--- src/rtl/keypad_pkg.sv ---
// Shared types and helpers for the 4x4 keypad scanner: FSM encoding, key map
// and row priority selection.
package keypad_pkg;

  typedef enum logic [1:0] {SCAN, DEBOUNCE, HELD, RELEASE} state_t;

  localparam logic [3:0] COL_RESET = 4'b1110;
  localparam logic [3:0] ROWS_IDLE = 4'hF;

  function automatic logic [3:0] keymap(input logic [1:0] row_idx, input logic [1:0] col_idx);
    logic [3:0] code;
    case ({row_idx, col_idx})
      4'b00_00: code = 4'h1;
      4'b00_01: code = 4'h2;
      4'b00_10: code = 4'h3;
      4'b00_11: code = 4'hA;
      4'b01_00: code = 4'h4;
      4'b01_01: code = 4'h5;
      4'b01_10: code = 4'h6;
      4'b01_11: code = 4'hB;
      4'b10_00: code = 4'h7;
      4'b10_01: code = 4'h8;
      4'b10_10: code = 4'h9;
      4'b10_11: code = 4'hC;
      4'b11_00: code = 4'hE;
      4'b11_01: code = 4'h0;
      4'b11_10: code = 4'hF;
      default:  code = 4'hD;
    endcase
    return code;
  endfunction

  // Lowest-index active-low row wins when several rows are pressed at once.
  function automatic logic [1:0] first_low(input logic [3:0] rows);
    logic [1:0] idx;
    if (!rows[0])      idx = 2'd0;
    else if (!rows[1]) idx = 2'd1;
    else if (!rows[2]) idx = 2'd2;
    else               idx = 2'd3;
    return idx;
  endfunction

endpackage

--- src/rtl/sync_2ff.sv ---
// Two-flop synchronizer; resets to all-ones so idle (pulled-up) rows read inactive.
module sync_2ff #(
  parameter int WIDTH = 4
) (
  input  logic             clk,
  input  logic             reset,
  input  logic [WIDTH-1:0] d,
  output logic [WIDTH-1:0] q
);

  logic [WIDTH-1:0] meta;

  always_ff @(posedge clk or posedge reset) begin
    if (reset) begin
      meta <= '1;
      q    <= '1;
    end else begin
      meta <= d;
      q    <= meta;
    end
  end

endmodule

--- src/rtl/keypad_scanner.sv ---
// 4x4 matrix keypad scanner with press/release debounce and no rollover.
// Define KEYPAD_TWO_DIGIT_EN to keep a two-key history on the digits output.
module keypad_scanner
  import keypad_pkg::*;
#(
  parameter int SCAN_DIV        = 4096,
  parameter int DEBOUNCE_CYCLES = 65536
) (
  input  logic       clk,
  input  logic       reset,
  input  logic [3:0] row,
  output logic [3:0] col,
  output logic [3:0] key,
  output logic       key_valid,
  output logic       key_held,
  output logic [7:0] digits
);

  localparam int DIV_W = $clog2(SCAN_DIV);
  localparam int DEB_W = $clog2(DEBOUNCE_CYCLES);
  localparam logic [DIV_W-1:0] DIV_LAST = DIV_W'(SCAN_DIV - 1);
  localparam logic [DEB_W-1:0] DEB_LAST = DEB_W'(DEBOUNCE_CYCLES - 1);

  logic [3:0]       row_s;
  state_t           state;
  logic [1:0]       c;
  logic [1:0]       r;
  logic [DIV_W-1:0] div;
  logic [DEB_W-1:0] dcnt;

  sync_2ff #(.WIDTH(4)) u_row_sync (
    .clk   (clk),
    .reset (reset),
    .d     (row),
    .q     (row_s)
  );

  assign col = ~(4'b0001 << c);

  // The divider only runs in SCAN; every exit happens at terminal count, so
  // it is already back at zero whenever SCAN is re-entered.
  always_ff @(posedge clk or posedge reset) begin
    if (reset) begin
      state     <= SCAN;
      c         <= 2'd0;
      r         <= 2'd0;
      div       <= '0;
      dcnt      <= '0;
      key       <= 4'h0;
      key_valid <= 1'b0;
      key_held  <= 1'b0;
    end else begin
      key_valid <= 1'b0;
      case (state)
        SCAN: begin
          if (div == DIV_LAST) begin
            div <= '0;
            if (row_s != ROWS_IDLE) begin
              r     <= first_low(row_s);
              dcnt  <= '0;
              state <= DEBOUNCE;
            end else begin
              c <= c + 2'd1;
            end
          end else begin
            div <= div + 1'b1;
          end
        end
        DEBOUNCE: begin
          if (row_s[r]) begin
            c     <= c + 2'd1;
            state <= SCAN;
          end else if (dcnt == DEB_LAST) begin
            key       <= keymap(r, c);
            key_valid <= 1'b1;
            key_held  <= 1'b1;
            state     <= HELD;
          end else begin
            dcnt <= dcnt + 1'b1;
          end
        end
        HELD: begin
          if (row_s[r]) begin
            dcnt  <= '0;
            state <= RELEASE;
          end
        end
        default: begin
          if (!row_s[r]) begin
            state <= HELD;
          end else if (dcnt == DEB_LAST) begin
            key_held <= 1'b0;
            c        <= c + 2'd1;
            state    <= SCAN;
          end else begin
            dcnt <= dcnt + 1'b1;
          end
        end
      endcase
    end
  end

`ifdef KEYPAD_TWO_DIGIT_EN
  always_ff @(posedge clk or posedge reset) begin
    if (reset) begin
      digits <= 8'h00;
    end else if (state == DEBOUNCE && !row_s[r] && dcnt == DEB_LAST) begin
      digits <= {digits[3:0], keymap(r, c)};
    end
  end
`else
  assign digits = 8'h00;
`endif

endmodule

--- config.mk ---
export PLATFORM = sky130hd
export DESIGN_NAME = keypad_scanner
export DESIGN_NICKNAME = d
export VERILOG_FILES = /design/src/rtl/keypad_pkg.sv /design/src/rtl/sync_2ff.sv /design/src/rtl/keypad_scanner.sv
export SDC_FILE = /design/constraint.sdc
export NUM_CORES = 1
export LEC_CHECK = 0
export CAP_MARGIN = 20
export CORE_MARGIN = 4
export CORE_UTILIZATION = 55
export CTS_CLUSTER_SIZE = 10
export DETAILED_ROUTE_END_ITERATION = 8
export DONT_BUFFER_PORTS = 1
export PLACE_DENSITY = 0.7
export SYNTH_ARGS = -nofsm -noshare
export SYNTH_HDL_FRONTEND = slang
export SYNTH_HIERARCHICAL = 1
export SYNTH_SLANG_ARGS = --single-unit
export TNS_END_PERCENT = 30
--- constraint.sdc ---
create_clock -name clk -period 5.16 [get_ports clk]
set_input_delay 0 -clock clk [delete_from_list [all_inputs] [get_ports clk]]
set_output_delay 0 -clock clk [all_outputs]
set_load 0.02 [all_outputs]
==> summary.md <==
| Metric | Value |
|---|---|
| # hold bufs at CTS | 5 |
| GP Congestion | 0.806 |
| Multiplexer share of the synthesized area | 0.0353 |
| Diode count | 0 |
| Io pins | 24 |
| Vias per cell | about 5.7 |
| Root Buffer | clkbuf_8 |
| Slew margin rel. | 0.331 |
| Clock power frac | 0.365 |
| CP Capture Type | register |
| H-tree depth | 2 |
| Synth Warn # | 6 |
| Max cap viols | 0 |
| Syn Std Cell Area | 2690 um2 |
| Chip height | ~78 um |
| Clock tree buffer depth | 2 |
| Starting Density | 0.570 |
| CP Launch Type | register |
| Finished Layout Cells | 339 |
| Adder-cell share of the synthesized area | 0.0651 |
| Placed insts | 326 |
| Area grow syn2layout | 6.23% |
| Final Max Tran Viols | 0 |
| Switching part of the total power | 0.222 |
| Crit path DAT | 3.20 ns |
| Clock latency on the worst-skew pair | ~0.30 ns |
| Peak supply drop | 0.142 mV |
| Final setup violation count | 0 |
| Crit path kind | register to register |
| Post-synthesis sequential area ratio | 0.450 |
| Fin crit share | 0.593 |
| Initial antenna violation count | 0 |
| Post-Synth XOR/XNOR Area | 0.0326 |
| Post-synth EDFFs | 0 |
| Iteration-0 DRC Markers | 92 |
| Setup TNS | 0 ns |
| Vias in the first global route | 1872 |
| Wire length per cell | 14.4 um |
| Grt ovf | 0 |
| Tmin final | about 3 ns |
| Worst hold path type | primary input to register |
| Main synth FF type | dfrtp_1 |
| Share of cells above drive strength 1 | 0.107 |
| ANT nets after route | 0 |
| Pre-CTS WS | between 2 and 2.5 ns |
| Setup ws final | 2.10 ns |
| FP Rows | 25 |
| Run status | complete, no violations |
| Total CTS buffers | 5 |
| Reg2reg start | state[0] |
| Req. time, crit path | 5.30 ns |
| Share of total power in combinational logic | 0.032 |
| P_sw | 141 uW |
| # resized after CTS | 0 |
| Synth unique cells | 51 |
| Hold path start | row[3] |
| RSZ-0062 raised after global routing | no |
| Final instance area | 2860 um2 |
| Area post-placement | 2710 um2 |
| Post-synth ARST share | 1.00 |
| First-pass GRT wire length | between 8000 and 9000 um |
| CP max FO | 25 |
| Routed WL | 4880 um |
| Post-Syn Instances | 266 |
| Largest family of logic cells by synthesized area | simple AND/OR/NAND/NOR gates |
| Avg Inst Size Synth | ~10 um2 |
| CTS Sinks | 48 |
| Top cell type by total area after synthesis | dfrtp_1 |
| Leading post-synthesis cells by cell area | dfrtp_1, dfstp_2, ha_1 |
| DR pass1 iterations | 4 |
| Compound-Gate Fraction of Synth Area | 0.160 |
| Final nets | roughly 290 |
| Overall die area | 6070 um2 |
| P_int | 495 uW |
| #FFs+latches synth | 48 |
| Power per cell area | 223 nW/um2 |
| Clock transition at path regs | around 0.09 ns |
| Synth Area in Simple Gates | 0.184 |
| Worst slew pin tran | 0.999 ns |
| Most common cell in the netlist | dfrtp_1 |
| Crit path launch | state[0] |
| HPWL after DPL | 3490 um |
| P_leak | around 0.0012 uW |
| # fillers | 418 |
| Post-layout util | 0.605 |
| Postcts setup bufs | 0 |
| TritonCTS clock tree | built |
| F_max | 327 MHz |
| DRC | 0 |
| Top cells by instance count after synthesis | dfrtp_1, inv_1, a21oi_1 |
| Gr usage total | 0.181 |
| Reg power frac | 0.603 |
| Final hold violation count | 0 |
| Die Width | 77.9 um |
| Yosys top cell area share | 0.372 |
| Pin count of the biggest net entering global routing | between 40 and 50 |
| Core ar. | ~4700 um2 |
| Worst clock skew | roughly 0.0058 ns |
| Routed vias | 1939 |
| # port buffers | 0 |
## stage by stage
step                      power, uW  hold WS (ns)
after CTS                       644         0.227
after global routing            664         0.218
final                           636         0.239
after floorplan                 409       0.00448
after detailed placement        408       0.00457
after global placement          408       0.00455
## cells by family after synthesis
| family | count (synthesis) |
|---|---|
| AND/OR/NAND/NOR | 84 |
| AO/OA/AOI/OAI | 61 |
| flip-flops | 48 |
| buffers and inverters | 40 |
| adder cells (fa/ha/maj) | 14 |
| XOR/XNOR | 10 |
| multiplexers | 8 |
| other | 1 |
## routing by layer
metal	routed length [um]	track usage
met1	2370	0.246
met2	2250	0.288
met3	196	0.0429
met4	57	0.0524
met5	0	0
## registers in the layout (all words and copies together) (netlist names), named ones only
name and flops:
dcnt 16, div 12, key 4, u_row_sync/meta 4
u_row_sync/q 4, c 2, r 2, key_held 1
key_valid 1, state 1
## layout by cell type, fill, tap and decap left out, drive strengths merged, types with 2 or more instances in the layout
cell         count
dfrtp           40
inv             25
a21oi           20
nand2           18
nor2            16
ha              14
nand3           13
o21ai           12
or4              9
o31ai            8
conb             8
dfstp            8
nand4            8
clkbuf           6
mux2i            5
and4             5
xnor2            5
xor2             5
dlygate4sd3      5
o41ai            4
and3             3
nor4             3
nor3             2
or2              2
a21o             2
nand4bb          2
a31o             2
a211oi           2
clkinvlp         2
mux2             2
o211ai           2
a2111oi          2
## cell type report
cell class / count / area [um2] / share of cell area
Inverter: 25 / 93.8 / 0.0328
Clock buffer: 6 / 82.6 / 0.0289
Clock inverter: 2 / 15.0 / 0.00525
Tap cell: 67 / 83.8 / 0.0293
Multi-Input combinational cell: 185 / 1310 / 0.460
Timing Repair Buffer: 6 / 57.6 / 0.0201
Sequential cell: 48 / 1210 / 0.424
## power groups by stage
stage	logic, uW	registers (uW)	clock network [uW]
after floorplan	18.7	390	0
after global placement	17.6	390	0
after detailed placement	17.6	391	0
after CTS	20.8	383	240
after global routing	23.2	384	257
final	20.4	383	232
## worst max-delay path: stages (launching register included)
cell and delay, ns:
dfrtp_1 0.43, inv_1 0.17, ha_1 0.38, nand2_1 0.24, nor4_4 0.47, o211ai_4 0.31, nor2_1 0.79, a21oi_1 0.10
## worst paths after layout
check	end	slack, ns	depth (start not counted)
setup / recovery	dcnt[14]	2.10	7
hold / removal	u_row_sync/meta[3]	0.24	1
setup reg to reg	dcnt[14]	2.10	7
hold reg to reg	u_row_sync/q[3]	0.36	0
max in group asynchronous	key_valid	4.51	3
min in group asynchronous	dcnt[0]	0.30	3
No activity file was read; power rests on OpenSTA's default activity.
